**src/rtl/multicycle_control_if.sv**
```systemverilog
// Control bundle between the multi-cycle MIPS main control FSM and its datapath.
// master: the control FSM (consumes Opcode/MemReady, drives every control strobe).
// slave : the datapath side (drives Opcode/MemReady, consumes the control strobes).
interface multicycle_control_if;

    localparam int unsigned OPCODE_W = 6;
    localparam int unsigned ALUOP_W  = 4;
    localparam int unsigned STATE_W  = 4;

    logic [OPCODE_W-1:0] Opcode;
    logic                MemReady;

    logic                PCWrite;
    logic                PCWriteCond;
    logic                IorD;
    logic                MemRead;
    logic                MemWrite;
    logic                IRWrite;
    logic                MemToReg;
    logic                RegDst;
    logic                RegWrite;
    logic                ALUSrcA;
    logic [1:0]          ALUSrcB;
    logic [1:0]          PCSource;
    logic                SignExtend;
    logic [ALUOP_W-1:0]  ALUOp;
    logic                InstrDone;
    logic                MemTimeout;
    logic [STATE_W-1:0]  State;

    modport master (
        input  Opcode, MemReady,
        output PCWrite, PCWriteCond, IorD, MemRead, MemWrite, IRWrite,
               MemToReg, RegDst, RegWrite, ALUSrcA, ALUSrcB, PCSource,
               SignExtend, ALUOp, InstrDone, MemTimeout, State
    );

    modport slave (
        output Opcode, MemReady,
        input  PCWrite, PCWriteCond, IorD, MemRead, MemWrite, IRWrite,
               MemToReg, RegDst, RegWrite, ALUSrcA, ALUSrcB, PCSource,
               SignExtend, ALUOp, InstrDone, MemTimeout, State
    );

endinterface

```
**src/rtl/multicycle_control.sv**
```systemverilog
// Main control FSM of the multi-cycle MIPS datapath. Sequences the shared ALU,
// unified memory, IR and register file over 3-5 states per instruction, with a
// MemReady wait-state handshake and a sticky watchdog on stalled memory cycles.
// Ports:
//   CLK      - clock, rising edge
//   Reset_L  - synchronous active-low reset; also forces every output to 0
//   bus      - multicycle_control_if.master: Opcode/MemReady in, control strobes,
//              InstrDone, MemTimeout and debug State out
// Parameter: MEM_WAIT_MAX (1..255) stalled memory cycles before MemTimeout sets.
// Build option: define MC_ILLEGAL_TRAP_EN to send unknown opcodes to a TRAP state
// that holds until reset; otherwise unknown opcodes retire as a 2-cycle NOP.
module multicycle_control #(
    parameter int unsigned MEM_WAIT_MAX = 15
) (
    input  logic                 CLK,
    input  logic                 Reset_L,
    multicycle_control_if.master bus
);

    localparam int unsigned CNT_W = 8;

    localparam logic [5:0] OP_RTYPE = 6'b000000;
    localparam logic [5:0] OP_J     = 6'b000010;
    localparam logic [5:0] OP_BEQ   = 6'b000100;
    localparam logic [5:0] OP_ADDI  = 6'b001000;
    localparam logic [5:0] OP_ADDIU = 6'b001001;
    localparam logic [5:0] OP_SLTI  = 6'b001010;
    localparam logic [5:0] OP_SLTIU = 6'b001011;
    localparam logic [5:0] OP_ANDI  = 6'b001100;
    localparam logic [5:0] OP_ORI   = 6'b001101;
    localparam logic [5:0] OP_XORI  = 6'b001110;
    localparam logic [5:0] OP_LUI   = 6'b001111;
    localparam logic [5:0] OP_LW    = 6'b100011;
    localparam logic [5:0] OP_SW    = 6'b101011;

    localparam logic [3:0] ALU_AND  = 4'b0000;
    localparam logic [3:0] ALU_OR   = 4'b0001;
    localparam logic [3:0] ALU_ADD  = 4'b0010;
    localparam logic [3:0] ALU_SUB  = 4'b0110;
    localparam logic [3:0] ALU_SLT  = 4'b0111;
    localparam logic [3:0] ALU_ADDU = 4'b1000;
    localparam logic [3:0] ALU_XOR  = 4'b1010;
    localparam logic [3:0] ALU_SLTU = 4'b1011;
    localparam logic [3:0] ALU_LUI  = 4'b1110;
    localparam logic [3:0] ALU_FUNC = 4'b1111;

    typedef enum logic [3:0] {
        S_FETCH  = 4'd0,
        S_DECODE = 4'd1,
        S_MEMADR = 4'd2,
        S_MEMRD  = 4'd3,
        S_MEMWB  = 4'd4,
        S_MEMWR  = 4'd5,
        S_REXEC  = 4'd6,
        S_RWB    = 4'd7,
        S_IEXEC  = 4'd8,
        S_IWB    = 4'd9,
        S_BRANCH = 4'd10,
        S_JUMP   = 4'd11,
        S_TRAP   = 4'd12
    } state_e;

    state_e             state_q, state_d;
    logic [CNT_W-1:0]   wait_cnt_q, wait_cnt_d;
    logic               mem_timeout_q, mem_timeout_d;

    logic               imm_valid;
    logic [3:0]         imm_aluop;
    logic               imm_sext;
    logic               in_wait;

    // State, watchdog counter and sticky timeout flag.
    always_ff @(posedge CLK) begin
        if (!Reset_L) begin
            state_q       <= S_FETCH;
            wait_cnt_q    <= '0;
            mem_timeout_q <= 1'b0;
        end else begin
            state_q       <= state_d;
            wait_cnt_q    <= wait_cnt_d;
            mem_timeout_q <= mem_timeout_d;
        end
    end

    // ALU-immediate decode; shared by DECODE dispatch and the IEXEC/IWB outputs.
    always_comb begin
        imm_valid = 1'b1;
        imm_aluop = ALU_ADD;
        imm_sext  = 1'b0;
        case (bus.Opcode)
            OP_ORI:   imm_aluop = ALU_OR;
            OP_ADDI:  begin imm_aluop = ALU_ADD; imm_sext = 1'b1; end
            OP_ADDIU: imm_aluop = ALU_ADDU;
            OP_ANDI:  imm_aluop = ALU_AND;
            OP_LUI:   imm_aluop = ALU_LUI;
            OP_SLTI:  begin imm_aluop = ALU_SLT; imm_sext = 1'b1; end
            OP_SLTIU: imm_aluop = ALU_SLTU;
            OP_XORI:  imm_aluop = ALU_XOR;
            default:  imm_valid = 1'b0;
        endcase
    end

    assign in_wait = (state_q == S_FETCH) || (state_q == S_MEMRD) || (state_q == S_MEMWR);

    // Next state, watchdog and control outputs.
    always_comb begin
        state_d         = state_q;
        wait_cnt_d      = '0;
        mem_timeout_d   = mem_timeout_q;

        bus.PCWrite     = 1'b0;
        bus.PCWriteCond = 1'b0;
        bus.IorD        = 1'b0;
        bus.MemRead     = 1'b0;
        bus.MemWrite    = 1'b0;
        bus.IRWrite     = 1'b0;
        bus.MemToReg    = 1'b0;
        bus.RegDst      = 1'b0;
        bus.RegWrite    = 1'b0;
        bus.ALUSrcA     = 1'b0;
        bus.ALUSrcB     = 2'b00;
        bus.PCSource    = 2'b00;
        bus.SignExtend  = 1'b0;
        bus.ALUOp       = ALU_AND;
        bus.InstrDone   = 1'b0;
        bus.MemTimeout  = mem_timeout_q;
        bus.State       = state_q;

        // Count consecutive stalled memory cycles, saturating at the limit.
        if (in_wait && !bus.MemReady) begin
            if (wait_cnt_q >= CNT_W'(MEM_WAIT_MAX)) begin
                wait_cnt_d = wait_cnt_q;
            end else begin
                wait_cnt_d = wait_cnt_q + CNT_W'(1);
            end
            if (wait_cnt_d == CNT_W'(MEM_WAIT_MAX)) begin
                mem_timeout_d = 1'b1;
            end
        end

        case (state_q)
            S_FETCH: begin
                bus.MemRead  = 1'b1;
                bus.ALUSrcB  = 2'b01;
                bus.ALUOp    = ALU_ADD;
                bus.IRWrite  = bus.MemReady;
                bus.PCWrite  = bus.MemReady;
                if (bus.MemReady) state_d = S_DECODE;
            end
            S_DECODE: begin
                bus.ALUSrcB    = 2'b11;
                bus.SignExtend = 1'b1;
                bus.ALUOp      = ALU_ADD;
                if (bus.Opcode == OP_LW || bus.Opcode == OP_SW) begin
                    state_d = S_MEMADR;
                end else if (bus.Opcode == OP_RTYPE) begin
                    state_d = S_REXEC;
                end else if (bus.Opcode == OP_BEQ) begin
                    state_d = S_BRANCH;
                end else if (bus.Opcode == OP_J) begin
                    state_d = S_JUMP;
                end else if (imm_valid) begin
                    state_d = S_IEXEC;
                end else begin
`ifdef MC_ILLEGAL_TRAP_EN
                    state_d = S_TRAP;
`else
                    // Unknown opcode retires here as a NOP.
                    state_d       = S_FETCH;
                    bus.InstrDone = 1'b1;
`endif
                end
            end
            S_MEMADR: begin
                bus.ALUSrcA    = 1'b1;
                bus.ALUSrcB    = 2'b10;
                bus.SignExtend = 1'b1;
                bus.ALUOp      = ALU_ADD;
                state_d        = (bus.Opcode == OP_LW) ? S_MEMRD : S_MEMWR;
            end
            S_MEMRD: begin
                bus.MemRead = 1'b1;
                bus.IorD    = 1'b1;
                if (bus.MemReady) state_d = S_MEMWB;
            end
            S_MEMWB: begin
                bus.RegWrite  = 1'b1;
                bus.MemToReg  = 1'b1;
                bus.InstrDone = 1'b1;
                state_d       = S_FETCH;
            end
            S_MEMWR: begin
                bus.MemWrite  = 1'b1;
                bus.IorD      = 1'b1;
                bus.InstrDone = bus.MemReady;
                if (bus.MemReady) state_d = S_FETCH;
            end
            S_REXEC: begin
                bus.ALUSrcA = 1'b1;
                bus.ALUOp   = ALU_FUNC;
                state_d     = S_RWB;
            end
            S_RWB: begin
                // ALUOp held from REXEC so the result stays stable during writeback.
                bus.ALUOp     = ALU_FUNC;
                bus.RegWrite  = 1'b1;
                bus.RegDst    = 1'b1;
                bus.InstrDone = 1'b1;
                state_d       = S_FETCH;
            end
            S_IEXEC: begin
                bus.ALUSrcA    = 1'b1;
                bus.ALUSrcB    = 2'b10;
                bus.ALUOp      = imm_aluop;
                bus.SignExtend = imm_sext;
                state_d        = S_IWB;
            end
            S_IWB: begin
                bus.ALUOp      = imm_aluop;
                bus.SignExtend = imm_sext;
                bus.RegWrite   = 1'b1;
                bus.InstrDone  = 1'b1;
                state_d        = S_FETCH;
            end
            S_BRANCH: begin
                bus.ALUSrcA     = 1'b1;
                bus.ALUOp       = ALU_SUB;
                bus.PCWriteCond = 1'b1;
                bus.PCSource    = 2'b01;
                bus.InstrDone   = 1'b1;
                state_d         = S_FETCH;
            end
            S_JUMP: begin
                bus.PCWrite   = 1'b1;
                bus.PCSource  = 2'b10;
                bus.InstrDone = 1'b1;
                state_d       = S_FETCH;
            end
            S_TRAP: begin
                state_d = S_TRAP;
            end
            default: begin
                state_d = S_FETCH;
            end
        endcase

        // Reset masks every output immediately, before the clock edge lands.
        if (!Reset_L) begin
            bus.PCWrite     = 1'b0;
            bus.PCWriteCond = 1'b0;
            bus.IorD        = 1'b0;
            bus.MemRead     = 1'b0;
            bus.MemWrite    = 1'b0;
            bus.IRWrite     = 1'b0;
            bus.MemToReg    = 1'b0;
            bus.RegDst      = 1'b0;
            bus.RegWrite    = 1'b0;
            bus.ALUSrcA     = 1'b0;
            bus.ALUSrcB     = 2'b00;
            bus.PCSource    = 2'b00;
            bus.SignExtend  = 1'b0;
            bus.ALUOp       = 4'b0000;
            bus.InstrDone   = 1'b0;
            bus.MemTimeout  = 1'b0;
            bus.State       = 4'd0;
        end
    end

endmodule

```
**src/flat_wrapper.sv**
```systemverilog
// flat-port wrapper written by rule: the top's interface ports become plain ports
module multicycle_control_flat 
#(
    parameter int unsigned MEM_WAIT_MAX = 15
)
  (CLK, Reset_L, bus_Opcode, bus_MemReady, bus_PCWrite, bus_PCWriteCond, bus_IorD, bus_MemRead, bus_MemWrite, bus_IRWrite, bus_MemToReg, bus_RegDst, bus_RegWrite, bus_ALUSrcA, bus_ALUSrcB, bus_PCSource, bus_SignExtend, bus_ALUOp, bus_InstrDone, bus_MemTimeout, bus_State);
  multicycle_control_if bus_i ();
  input  logic CLK;
  input  logic Reset_L;
  input wire logic [$bits(bus_i.Opcode)-1:0] bus_Opcode;
  input wire logic [$bits(bus_i.MemReady)-1:0] bus_MemReady;
  output wire logic [$bits(bus_i.PCWrite)-1:0] bus_PCWrite;
  output wire logic [$bits(bus_i.PCWriteCond)-1:0] bus_PCWriteCond;
  output wire logic [$bits(bus_i.IorD)-1:0] bus_IorD;
  output wire logic [$bits(bus_i.MemRead)-1:0] bus_MemRead;
  output wire logic [$bits(bus_i.MemWrite)-1:0] bus_MemWrite;
  output wire logic [$bits(bus_i.IRWrite)-1:0] bus_IRWrite;
  output wire logic [$bits(bus_i.MemToReg)-1:0] bus_MemToReg;
  output wire logic [$bits(bus_i.RegDst)-1:0] bus_RegDst;
  output wire logic [$bits(bus_i.RegWrite)-1:0] bus_RegWrite;
  output wire logic [$bits(bus_i.ALUSrcA)-1:0] bus_ALUSrcA;
  output wire logic [$bits(bus_i.ALUSrcB)-1:0] bus_ALUSrcB;
  output wire logic [$bits(bus_i.PCSource)-1:0] bus_PCSource;
  output wire logic [$bits(bus_i.SignExtend)-1:0] bus_SignExtend;
  output wire logic [$bits(bus_i.ALUOp)-1:0] bus_ALUOp;
  output wire logic [$bits(bus_i.InstrDone)-1:0] bus_InstrDone;
  output wire logic [$bits(bus_i.MemTimeout)-1:0] bus_MemTimeout;
  output wire logic [$bits(bus_i.State)-1:0] bus_State;
  assign bus_i.Opcode = bus_Opcode;
  assign bus_i.MemReady = bus_MemReady;
  assign bus_PCWrite = bus_i.PCWrite;
  assign bus_PCWriteCond = bus_i.PCWriteCond;
  assign bus_IorD = bus_i.IorD;
  assign bus_MemRead = bus_i.MemRead;
  assign bus_MemWrite = bus_i.MemWrite;
  assign bus_IRWrite = bus_i.IRWrite;
  assign bus_MemToReg = bus_i.MemToReg;
  assign bus_RegDst = bus_i.RegDst;
  assign bus_RegWrite = bus_i.RegWrite;
  assign bus_ALUSrcA = bus_i.ALUSrcA;
  assign bus_ALUSrcB = bus_i.ALUSrcB;
  assign bus_PCSource = bus_i.PCSource;
  assign bus_SignExtend = bus_i.SignExtend;
  assign bus_ALUOp = bus_i.ALUOp;
  assign bus_InstrDone = bus_i.InstrDone;
  assign bus_MemTimeout = bus_i.MemTimeout;
  assign bus_State = bus_i.State;
  multicycle_control #(.MEM_WAIT_MAX(MEM_WAIT_MAX)) u_core (.CLK(CLK), .Reset_L(Reset_L), .bus(bus_i));
endmodule
```
**config.mk**
```make
export PLATFORM = sky130hd
export DESIGN_NAME = multicycle_control_flat
export DESIGN_NICKNAME = d
export VERILOG_FILES = /design/src/rtl/multicycle_control_if.sv /design/src/rtl/multicycle_control.sv /design/src/flat_wrapper.sv
export SDC_FILE = /design/constraint.sdc
export NUM_CORES = 1
export LEC_CHECK = 0
export CAP_MARGIN = 25
export CORE_MARGIN = 2
export CORE_UTILIZATION = 43
export CTS_BUF_LIST = sky130_fd_sc_hd__clkbuf_8
export DETAILED_ROUTE_END_ITERATION = 8
export PLACE_DENSITY = 0.77
export SYNTH_ARGS = -nofsm -noshare
export SYNTH_HDL_FRONTEND = slang
export SYNTH_SLANG_ARGS = --single-unit
export TNS_END_PERCENT = 30
```
**constraint.sdc**
```tcl
create_clock -name CLK -period 1.8 [get_ports CLK]
set_input_delay 0.36 -clock CLK [delete_from_list [all_inputs] [get_ports CLK]]
set_output_delay 0.36 -clock CLK [all_outputs]
set_load 0.02 [all_outputs]
```
==> results.toml <==
[run_status]
status = "complete, but fails checks"
violations = "setup timing"

[synthesis]
ys_types = 42
synth-compound-area-share = 0.215
syn_nets = 167
synth_top_family_by_area = "simple AND/OR/NAND/NOR gates"
synthMuxAreaShare = 0.0293
ys_top_cells_by_area = "dfxtp_1 23%, nor2_1 6.4%, nand2_1 5.4%"
ys_seq_area_frac = 0.234
syn_area_mm2 = 0.00111
synth-adder-area-share = 0.0113
yosys.area_share.xor_xnor = 0.0631
synth_edf_count = 0
synth-simple-area-share = 0.355
avgSynthCellArea_um2 = 7.07
yosys.area.top_type = "dfxtp_1"
synth_top_area_share = 0.234
ys_ff_latch = 13
synth_top_flop_cell = "dfxtp_1"
synth_warnings = 0
synthCells = 157
synth-async-reset-ratio = 0

[cells_and_area]
drive_gt1_frac = 0.551
syn_to_final_growth_pct = 86.6
nNetsFinal = 258
n_antenna_cell = 0
nFillCells = 140

[placed_design]
globalplace.congestion = 0.864
pre_cts_ws_ns = -0.952
dpl.hpwl_mm = 3.02
io_buffer_count = 33

[global_route]
grt_max_degree = 17
grt_util_all_layers = 0.320
grt-ovfl-total = 0
antenna_found_initial = 0
grt_pass1_wl_mm = 6.87
grt_pass1_vias = 1504

[clocking]
clock_path_buffers = 2
clkLatencyLatePin_ns = 0.25
h-tree-depth = 1
clkTransAtPathRegs_ns = 0.06
cts_tree = "built"
ctsHoldBuffers = 0
cts.sinks = 13
cts_root_buf = "clkbuf_8"
cts_made_buffers = 3

[min_path]
hp-class = "flip-flop to flip-flop"

[power_and_ir_drop]
pwr-share-seq = 0.326
clkPwrFrac = 0.264
p_sw_frac = 0.343
intPower_uw = 644
power.total_uw = 981
p_leak_nw = 0.989
peakVddDrop_mv = 0.886
combPwrFrac = 0.410
p_switching_uw = 337
p_per_area_mw_per_mm2 = 474

[detailed_routing]
drc = 0
post_drt_wl_per_cell_um = 18.6
drtPass1Iterations = 4
vias = 1652
viasPerCell = 5.96
drt-total-wl_mm = 5.14
first_iter_violations = 67
ant_nets = 0

[critical_path]
crit_type = "flip-flop to primary output"
required_ns = 1.44
worstPathMaxFanout = 6
start_kind = "flip-flop"
cp_top_family = "buffers and inverters"
cpMostUsedCell = "buf_4"
endpoint_kind = "primary output"
cp_num_buf_inv = 3
cp_slowest_stage_delay_ns = 0.37
crit_chain = "buf_4 -> nand2_1 -> buf_4 -> a21oi_1 -> o21a_1 -> buf_2"
slowest_stage = "dfxtp_2"
worstPathArrival_ns = 1.51

[timing]
setup-violations-final = 9
max-slew-margin-rel = 0.686
rsz0062_at_grt = "yes"
slew_violations = 0
finalCritPeriodShare = 1.04
fmax_ghz = 0.533
setup_slack_ns = -0.0746
fin_crit_ns = 1.87
timing.hold.ws_ns = 0.489
hold_viol_final = 0
tns_ns = -0.345
tightest_slew_ns = 0.465
fin_worst_skew_ns = 0.00298

[floorplan]
initial_utilization = 0.452
boundaryPins = 34
fp.coreArea_mm2 = 0.00245
fp.dieH_um = 54.8
die_w_um = 54.8
dieArea_mm2 = 0.00300
rows = 18

[flow_run]
cap_violations = 0
-- worst reg2reg max path: cells and delay by family, from the launching register on --
kind	cells	cell delay, ns
flops	1	0.39
simple gates	1	0.37
buf+inv	2	0.35
mux	1	0.29
xor+xnor	1	0.23
compound gates	1	0.13
-- layout by cell type, fill, tap and decap left out, types with 5 or more instances in the layout --
cell / Yosys / final
a21oi_2: 0 / 5
nor2_1: 19 / 18
dlygate4sd2_1: 0 / 5
buf_2: 0 / 11
dfxtp_1: 13 / 9
buf_6: 2 / 9
buf_4: 1 / 66
nand2_1: 16 / 15
nor3_2: 0 / 6
nand3_1: 5 / 5
inv_1: 9 / 8
a21oi_1: 10 / 5
-- metrics by stage --
step            util  std cells  area [um^2]
2_1_floorplan      -        157         1130
3_3_place_gp   0.751        260         1840
3_5_place_dp   0.751        260         1840
4_1_cts        0.815        276         2000
5_1_grt        0.844        277         2070
6_report       0.844        277         2070
-- registers in the layout (all words and copies together) (netlist names) --
signal	flops
u_core.mem_timeout_q	1
u_core.wait_cnt_q	8
u_core.state_q	4
-- power groups by stage --
stage / Clock (mW) / Sequential [mW] / Combinational [mW]
3_5_place_dp: 0 / 0.318 / 0.341
5_1_grt: 0.269 / 0.321 / 0.420
6_report: 0.259 / 0.319 / 0.402
2_1_floorplan: 0 / 0.307 / 0.175
4_1_cts: 0.254 / 0.313 / 0.356
3_3_place_gp: 0 / 0.317 / 0.327
-- layout make-up --
type / count / area, um^2 / area share
Tap cell: 30 / 37.5 / 0.0181
Sequential cell: 13 / 273 / 0.132
Inverter: 9 / 33.8 / 0.0163
Multi-Input combinational cell: 122 / 892 / 0.431
Clock buffer: 3 / 41.3 / 0.0199
Clock inverter: 1 / 3.75 / 0.00181
Timing Repair Buffer: 99 / 790 / 0.381
-- per-layer routing --
layer,vias to the layer above,wire length (um),GRT usage
li1,728,-,-
met1,775,1940,0.350
met2,119,2550,0.589
met3,30,427,0.0710
met4,0,230,0.121
met5,-,0,0
-- cell usage after synthesis, drive strengths merged, types with 2 or more instances --
master,n
o22ai,2
nor2b,2
and3,4
a31oi,3
nand2,16
and2,4
nand3,5
nand4b,2
buf,5
nor4,3
mux2,2
xor2,5
dfxtp,13
xnor2,3
nand3b,2
o21ai,4
nand2b,3
clkbuf,8
a21oi,10
nor3b,4
nor3,10
nor2,19
inv,9
or2,2
o21a,3
-- final timing paths --
check / slack [ns] / from / cells past startpoint / endpoint
worst max register to register: -0.03 / u_core.state_q[1]$_SDFFE_PN0P_ / 6 / u_core.state_q[0]$_SDFFE_PN0P_
worst min register to register: 0.49 / u_core.wait_cnt_q[5]$_SDFF_PN0_ / 1 / u_core.wait_cnt_q[5]$_SDFF_PN0_
worst max-delay path: -0.07 / u_core.state_q[3]$_SDFFE_PN0P_ / 6 / bus_ALUOp[2]
worst min-delay path: 0.49 / u_core.wait_cnt_q[5]$_SDFF_PN0_ / 1 / u_core.wait_cnt_q[5]$_SDFF_PN0_
-- kinds of logic (layout without fill, tap and decap cells) --
logic type      Yosys count  after routing
buf+inv                  22            112
compound gates           33             33
simple gates             77             77
xor+xnor                  8              8
mux                       3              3
flops                    13             13
fa+ha+maj                 1              1
-- what timing repair did --
action                     CTS  global route
setup endpoints to repair   31            21
pin swaps                   10            10
setup buffers               13             3
cloned                       0             1
resized for setup          134            32
Note: power is estimated with default switching activity, not from simulation.
